**src/rtl/pipe_pkg.sv**
```systemverilog
// ============================================================================
// Module      : pipe_pkg
// Description : Shared state encoding and COUNT width for the skid register.
// Revision    : 1.0 - initial release
// ============================================================================
`default_nettype none

package pipe_pkg;

  localparam int COUNT_W = 2;

  typedef enum logic [1:0] {
    EMPTY = 2'd0,
    ONE   = 2'd1,
    FULL  = 2'd2
  } pipeState_t;

  // Occupancy reported on COUNT for a given state.
  function automatic logic [COUNT_W-1:0] stateCount(input pipeState_t s);
    case (s)
      ONE:     return 2'd1;
      FULL:    return 2'd2;
      default: return 2'd0;
    endcase
  endfunction

endpackage

`default_nettype wire

```
**src/rtl/pipe_stall_counter.sv**
```systemverilog
// ============================================================================
// Module      : pipe_stall_counter
// Description : Saturating count of cycles where output is offered but refused.
// Revision    : 1.0 - initial release
// ============================================================================
`default_nettype none

module pipe_stall_counter #(
  parameter int STATS_W = 16
) (
  input  logic               CLOCK,
  input  logic               RESET,
  input  logic               STALL_EVENT,
  output logic [STATS_W-1:0] STALL_COUNT
);

  logic [STATS_W-1:0] r_count;

  // Cleared by RESET only; FLUSH intentionally has no effect here.
  always_ff @(posedge CLOCK) begin
    if (RESET) begin
      r_count <= '0;
    end else if (STALL_EVENT && (r_count != {STATS_W{1'b1}})) begin
      r_count <= r_count + 1'b1;
    end
  end

  assign STALL_COUNT = r_count;

endmodule

`default_nettype wire

```
**src/rtl/pipe_skid_reg.sv**
```systemverilog
// ============================================================================
// Module      : pipe_skid_reg
// Description : Two-entry skid register with flush, stall and optional
//               stall statistics (enable with macro PIPE_SKID_STATS_EN).
// Revision    : 1.0 - initial release
// ============================================================================
`default_nettype none

module pipe_skid_reg
  import pipe_pkg::*;
#(
  parameter int WIDTH   = 38,
  parameter int STATS_W = 16
) (
  input  logic               CLOCK,
  input  logic               RESET,
  input  logic               FLUSH,
  input  logic               STALL,
  input  logic               IN_VALID,
  input  logic [WIDTH-1:0]   IN_DATA,
  output logic               IN_READY,
  output logic               OUT_VALID,
  output logic [WIDTH-1:0]   OUT_DATA,
  input  logic               OUT_READY,
  output logic [COUNT_W-1:0] COUNT,
  output logic [STATS_W-1:0] STALL_COUNT
);

  pipeState_t       r_state;
  logic [WIDTH-1:0] r_main;
  logic [WIDTH-1:0] r_skid;
  logic             w_inFire;
  logic             w_outFire;

  assign IN_READY  = (r_state != FULL) && !STALL && !FLUSH;
  assign OUT_VALID = (r_state != EMPTY) && !STALL;
  assign OUT_DATA  = r_main;
  assign COUNT     = stateCount(r_state);

  assign w_inFire  = IN_VALID && IN_READY;
  assign w_outFire = OUT_VALID && OUT_READY;

  // STALL needs no branch of its own: it already masks both fire terms.
  always_ff @(posedge CLOCK) begin
    if (RESET || FLUSH) begin
      r_state <= EMPTY;
      r_main  <= '0;
      r_skid  <= '0;
    end else begin
      case (r_state)
        EMPTY: begin
          if (w_inFire) begin
            r_state <= ONE;
            r_main  <= IN_DATA;
          end
        end
        ONE: begin
          if (w_inFire && w_outFire) begin
            r_main <= IN_DATA;
          end else if (w_inFire) begin
            r_state <= FULL;
            r_skid  <= IN_DATA;
          end else if (w_outFire) begin
            r_state <= EMPTY;
          end
        end
        FULL: begin
          if (w_outFire) begin
            r_state <= ONE;
            r_main  <= r_skid;
          end
        end
        default: r_state <= EMPTY;
      endcase
    end
  end

`ifdef PIPE_SKID_STATS_EN
  pipe_stall_counter #(
    .STATS_W (STATS_W)
  ) u_stallCounter (
    .CLOCK       (CLOCK),
    .RESET       (RESET),
    .STALL_EVENT (OUT_VALID && !OUT_READY),
    .STALL_COUNT (STALL_COUNT)
  );
`else
  assign STALL_COUNT = '0;
`endif

endmodule

`default_nettype wire

```
**config.mk**
```make
export PLATFORM = sky130hd
export DESIGN_NAME = pipe_skid_reg
export DESIGN_NICKNAME = d
export VERILOG_FILES = /design/src/rtl/pipe_pkg.sv /design/src/rtl/pipe_stall_counter.sv /design/src/rtl/pipe_skid_reg.sv
export SDC_FILE = /design/constraint.sdc
export NUM_CORES = 1
export LEC_CHECK = 0
export BUFFER_PORTS_ARGS = -buffer_cell sky130_fd_sc_hd__buf_2
export CAP_MARGIN = 10
export CORE_UTILIZATION = 53
export CTS_BUF_LIST = sky130_fd_sc_hd__clkbuf_8
export DETAILED_ROUTE_END_ITERATION = 12
export PLACE_DENSITY = 0.82
export SLEW_MARGIN = 40
export SYNTH_ARGS = -nofsm -noshare
export SYNTH_HDL_FRONTEND = slang
export SYNTH_SLANG_ARGS = --single-unit
```
**constraint.sdc**
```tcl
create_clock -name CLOCK -period 2.1 [get_ports CLOCK]
set_clock_uncertainty 0.2 [all_clocks]
set_input_delay 0.315 -clock CLOCK [delete_from_list [all_inputs] [get_ports CLOCK]]
set_output_delay 0.315 -clock CLOCK [all_outputs]
set_load 0.02 [all_outputs]
```
======== Yosys cells after proc, flatten, opt, wreduce, memory -nomap -nowiden ========
Index checks and enable logic that the tools add are counted.
word-level totals
  flip-flop bits (word level) ............. 78
  output and inout bits ................... 58
operators by class
  equal/unequal tests ..................... 8
  multiplexer cells ....................... 11
  bitwise gates (word level) .............. 1
  reduce and logical (&&, ||, !) cells .... 15
operator list
  kind                                                              count
  38-bit 2-to-1 mux                                                 3
  38-bit case mux with 3 select lines                               1
  2-bit 2-to-1 mux                                                  5
  2-bit inequality test (second input constant)                     5
  4-bit AND reduction                                               2
  1-bit logical AND                                                 6
  2-bit case mux with 3 select lines                                1
  2-bit case mux with 2 select lines                                1
  3-bit inequality test (second input constant)                     1
  3-bit AND reduction                                               1
  3-bit nonzero test                                                1
  2-bit by 1-bit == test with 1-bit output (second input constant)  1
  2-bit == test (second input constant)                             1
  1-bit logical NOT                                                 2
  2-bit logical NOT                                                 1
  2-bit nonzero test                                                1
  1-bit logical OR                                                  1
  1-bit inverter                                                    1

======== Depth between registers and ports, before layout ========
  depth in word-level cells ............... 7
  gate-level depth with buffers ........... 6
  mapped depth without buffers ............ 4

======== Worst setup path before layout ========
Ideal clock, no wire load.
  path kind ............................... flip-flop to output port
  start ................................... reg r_state[0]
  end ..................................... out IN_READY
  arrival time ............................ 1472 ps
  data required time ...................... 1585 ps
  slack ................................... 113 ps
  stages on the path, launching flop included .. 6
  path buffers ............................ 2
  cell sequence ........................... dfxtp_1 > nand2b_1 > clkbuf_1 > buf_2 > inv_1 > nor3_1
between the ends
  longest elaborated chain between the ends .. 3
RTL lines
  element                          RTL line             source
  start: declaration               pipe_skid_reg.sv:29  pipeState_t r_state;
  start signal: assignment         pipe_skid_reg.sv:46  r_state <= EMPTY;
  start signal: assignment         pipe_skid_reg.sv:53  r_state <= ONE;
  start signal: assignment         pipe_skid_reg.sv:61  r_state <= FULL;
  2-bit inequality test            pipe_skid_reg.sv:35  assign IN_READY = (r_state != FULL) && !STALL && !FLUSH;
  1-bit logical AND (2 in series)  pipe_skid_reg.sv:35
  end: declaration                 pipe_skid_reg.sv:21  output logic IN_READY,
No other way between the ends.

======== Final worst setup path ========
Ends and elaborated chain as after synthesis.

==> run summary <==
Status: finished clean
Die Ht: 80.7 um
Post-CTS Setup Bufs: 0
# Max-Cap Violations: 0
Yosys cell types: 25
Min-delay worst type: input port to register
Final WL: 6.92 mm
Fillers: 518
Post-Syn Instances: 376
Pwr/cell area: 752 mW/mm^2
Met2 Use GR: 0.397
Total number of H-tree levels: 3
First-pass GRT wire length: 11.3 mm
Vias per cell: 5.15
Initial antenna violation count: 0
Final Hold Fails: 0
Worst-path clk slew: 0.08 ns
Crit Path Max Fanout: 6
# port buffers: 85
Syn Std Cell Area: 0.00328 sq mm
Main area contributors after synthesis: dfxtp_1 48%, mux2i_1 12%, nand2_1 8.9%, a211oi_1 8.7%, a21oi_1 6.1%
Syn Area/Cell: 8.72 sq um
Ports: 102
RSZ-0062 raised after global routing: no
Yosys Warn Count: 0
TritonCTS clock tree: yes
Initial core utilization: 0.551
CTS root buf: clkbuf_8
Tcrit/Tclk final: 0.894
DRC: 0
Critical path launch point type: register
Post-synth EDFFs: 0
Num CTS Buffers: 9
Final Cell Area: 0.00399 sq mm
Met3 Use GR: 0.0693
Vias in the first global route: 2558
Total gr overflow: 0
Wire length per cell: 12.9 um
Post-synth ARST share: 0
Fin crit period: 1.88 ns
Post-cts sizing count: 0
Routability cong.: 0.773
Syn-to-layout area delta: 21.5%
Die X: 80.7 um
CTS max path bufs: 2
Die Area: 0.00651 sq mm
Ys flop type: dfxtp_1
Global-route layer with the greatest usage: met2
Final Max Tran Viols: 0
Total number of vias: 2769
GRT Util Overall: 0.230
Synth top area share: 0.476
Core area: 0.00596 sq mm
Register area: 0.00156 sq mm
Area occupied by multi-input gates: 0.00151 sq mm
Clk_lat worst skew: 0.34 ns
Placed inst area: 0.00369 sq mm
Synth area leader: dfxtp_1
Met1 Usage GRT: 0.261
Lkg Pwr: 0.00185 uW
Relative slew slack: 0.657
CTS sink count: 78
Final setup TNS: 0 ns
Number of DRC markers in iteration 0: 98
Share of cells above drive strength 1: 0.246
Setup Viol. Count Final: 0
Commonest cells post-synth: 78 x dfxtp_1, 78 x nand2_1, 42 x nor2_1
Setup CP Type: register to output pin
FP Rows: 28
Largest net degree at the start of global routing: 51
Peak VDD IR: 0.445 mV
N_diodes: 0
Max Clk Rate: 0.533 GHz
Nets: 502
Post-synthesis register bit count: 78
Critical path arrival: 1.36 ns
Final antenna-violating net count: 0
Crit end category: output pin
Critical Path RT: 1.58 ns
Hpwl dp: 4.57 mm
Worst-Margin Slew: 0.514 ns
TritonRoute pass-1 iters: 4
Seq/Total Area, Yosys: 0.476
-- critical path, stage by stage (launching register included) --
cell and delay, ns:
dfxtp_1 0.40, nand2b_2 0.16, inv_1 0.07, nor3_1 0.18, buf_2 0.21
-- layout by cell type, fill, tap and decap left out --
cell           Yosys  final
a211oi_1          38     38
a21o_1             1      1
a21oi_1           40     40
and4b_1            1      1
buf_12             0      2
buf_2             15     85
buf_4             18      8
bufinv_16          0      2
clkbuf_8           0     10
clkinv_2           0      1
clkinv_4           0      2
conb_1             1     16
dfxtp_1           78     78
dlygate4sd3_1      0      7
inv_1              1      2
mux2i_1           38     38
nand2_1           78     78
nand2b_2           0      1
nand2b_4           1      1
nand4b_1           1      1
nand4bb_1          1      1
nor2_1            42     42
nor2b_1            2      2
nor3_1             1      1
o21ai_0            2      2
o41ai_4            1      1
or2_2              1      1
xor2_1             1      1
-- repair_timing --
action	4_1_cts	5_1_grt
setup endpoints to repair	0	0
endpoints found under the hold margin	7	0
hold buffers	7	0
-- routing by layer --
metal / vias up / routed length (um)
met5: - / 0
met4: 0 / 129
met3: 10 / 339
met2: 78 / 3360
met1: 1269 / 3090
li1: 1412 / -
-- per-stage QoR --
step	cells	util	power, uW	hold slack (ns)	worst slack, ns
3_5_place_dp	515	0.620	1780	0.246	0.204
2_1_floorplan	391	-	1710	0.236	0.113
5_1_grt	538	0.669	3110	0.000389	0.0872
3_3_place_gp	515	0.620	1770	0.241	0.306
4_1_cts	538	0.669	3020	0.0000802	0.248
6_report	538	0.669	3000	0.0152	0.224
-- path summary, 6_finish.rpt --
kind	startpoint	endpoint	slack (ns)	cells after the start
worst max register to register	r_state[1]	OUT_DATA[35]	0.32	4
worst min-delay path	IN_DATA[10]	r_skid[10]	0.02	3
worst min register to register	r_skid[18]	r_skid[18]	0.25	2
worst max-delay path	r_state[0]	IN_READY	0.22	4
-- report_power, final --
part	internal (uW)	switching (uW)	total, uW	leakage [uW]
logic	94.4	155	250	0.00111
registers	1500	9.07	1500	0.000630
clock network	700	541	1240	0.000118
-- flip-flops by register name, summed over array words and instances, names as in the netlist --
name	cells
OUT_DATA	38
r_skid	38
r_state	2
-- final cells by class --
| cell class | instances | share of cell area |
|---|---|---|
| Sequential cell | 78 | 0.392 |
| Clock buffer | 10 | 0.0345 |
| Inverter | 1 | 0.000942 |
| Timing Repair Buffer | 102 | 0.149 |
| Multi-Input combinational cell | 266 | 0.378 |
| Tap cell | 75 | 0.0235 |
| Clock inverter | 6 | 0.0217 |
-- kinds of logic (layout without fill, tap and decap cells) --
group | Yosys count | count (layout) | share of synthesized area
AND/OR/NAND/NOR | 129 | 129 | 0.160
AO/OA/AOI/OAI | 82 | 82 | 0.162
flip-flops | 78 | 78 | 0.476
buffers and inverters | 47 | 119 | 0.0824
multiplexers | 38 | 38 | 0.116
other | 1 | 16 | 0.00114
XOR/XNOR | 1 | 1 | 0.00267
No activity file was read; power rests on OpenSTA's default activity.
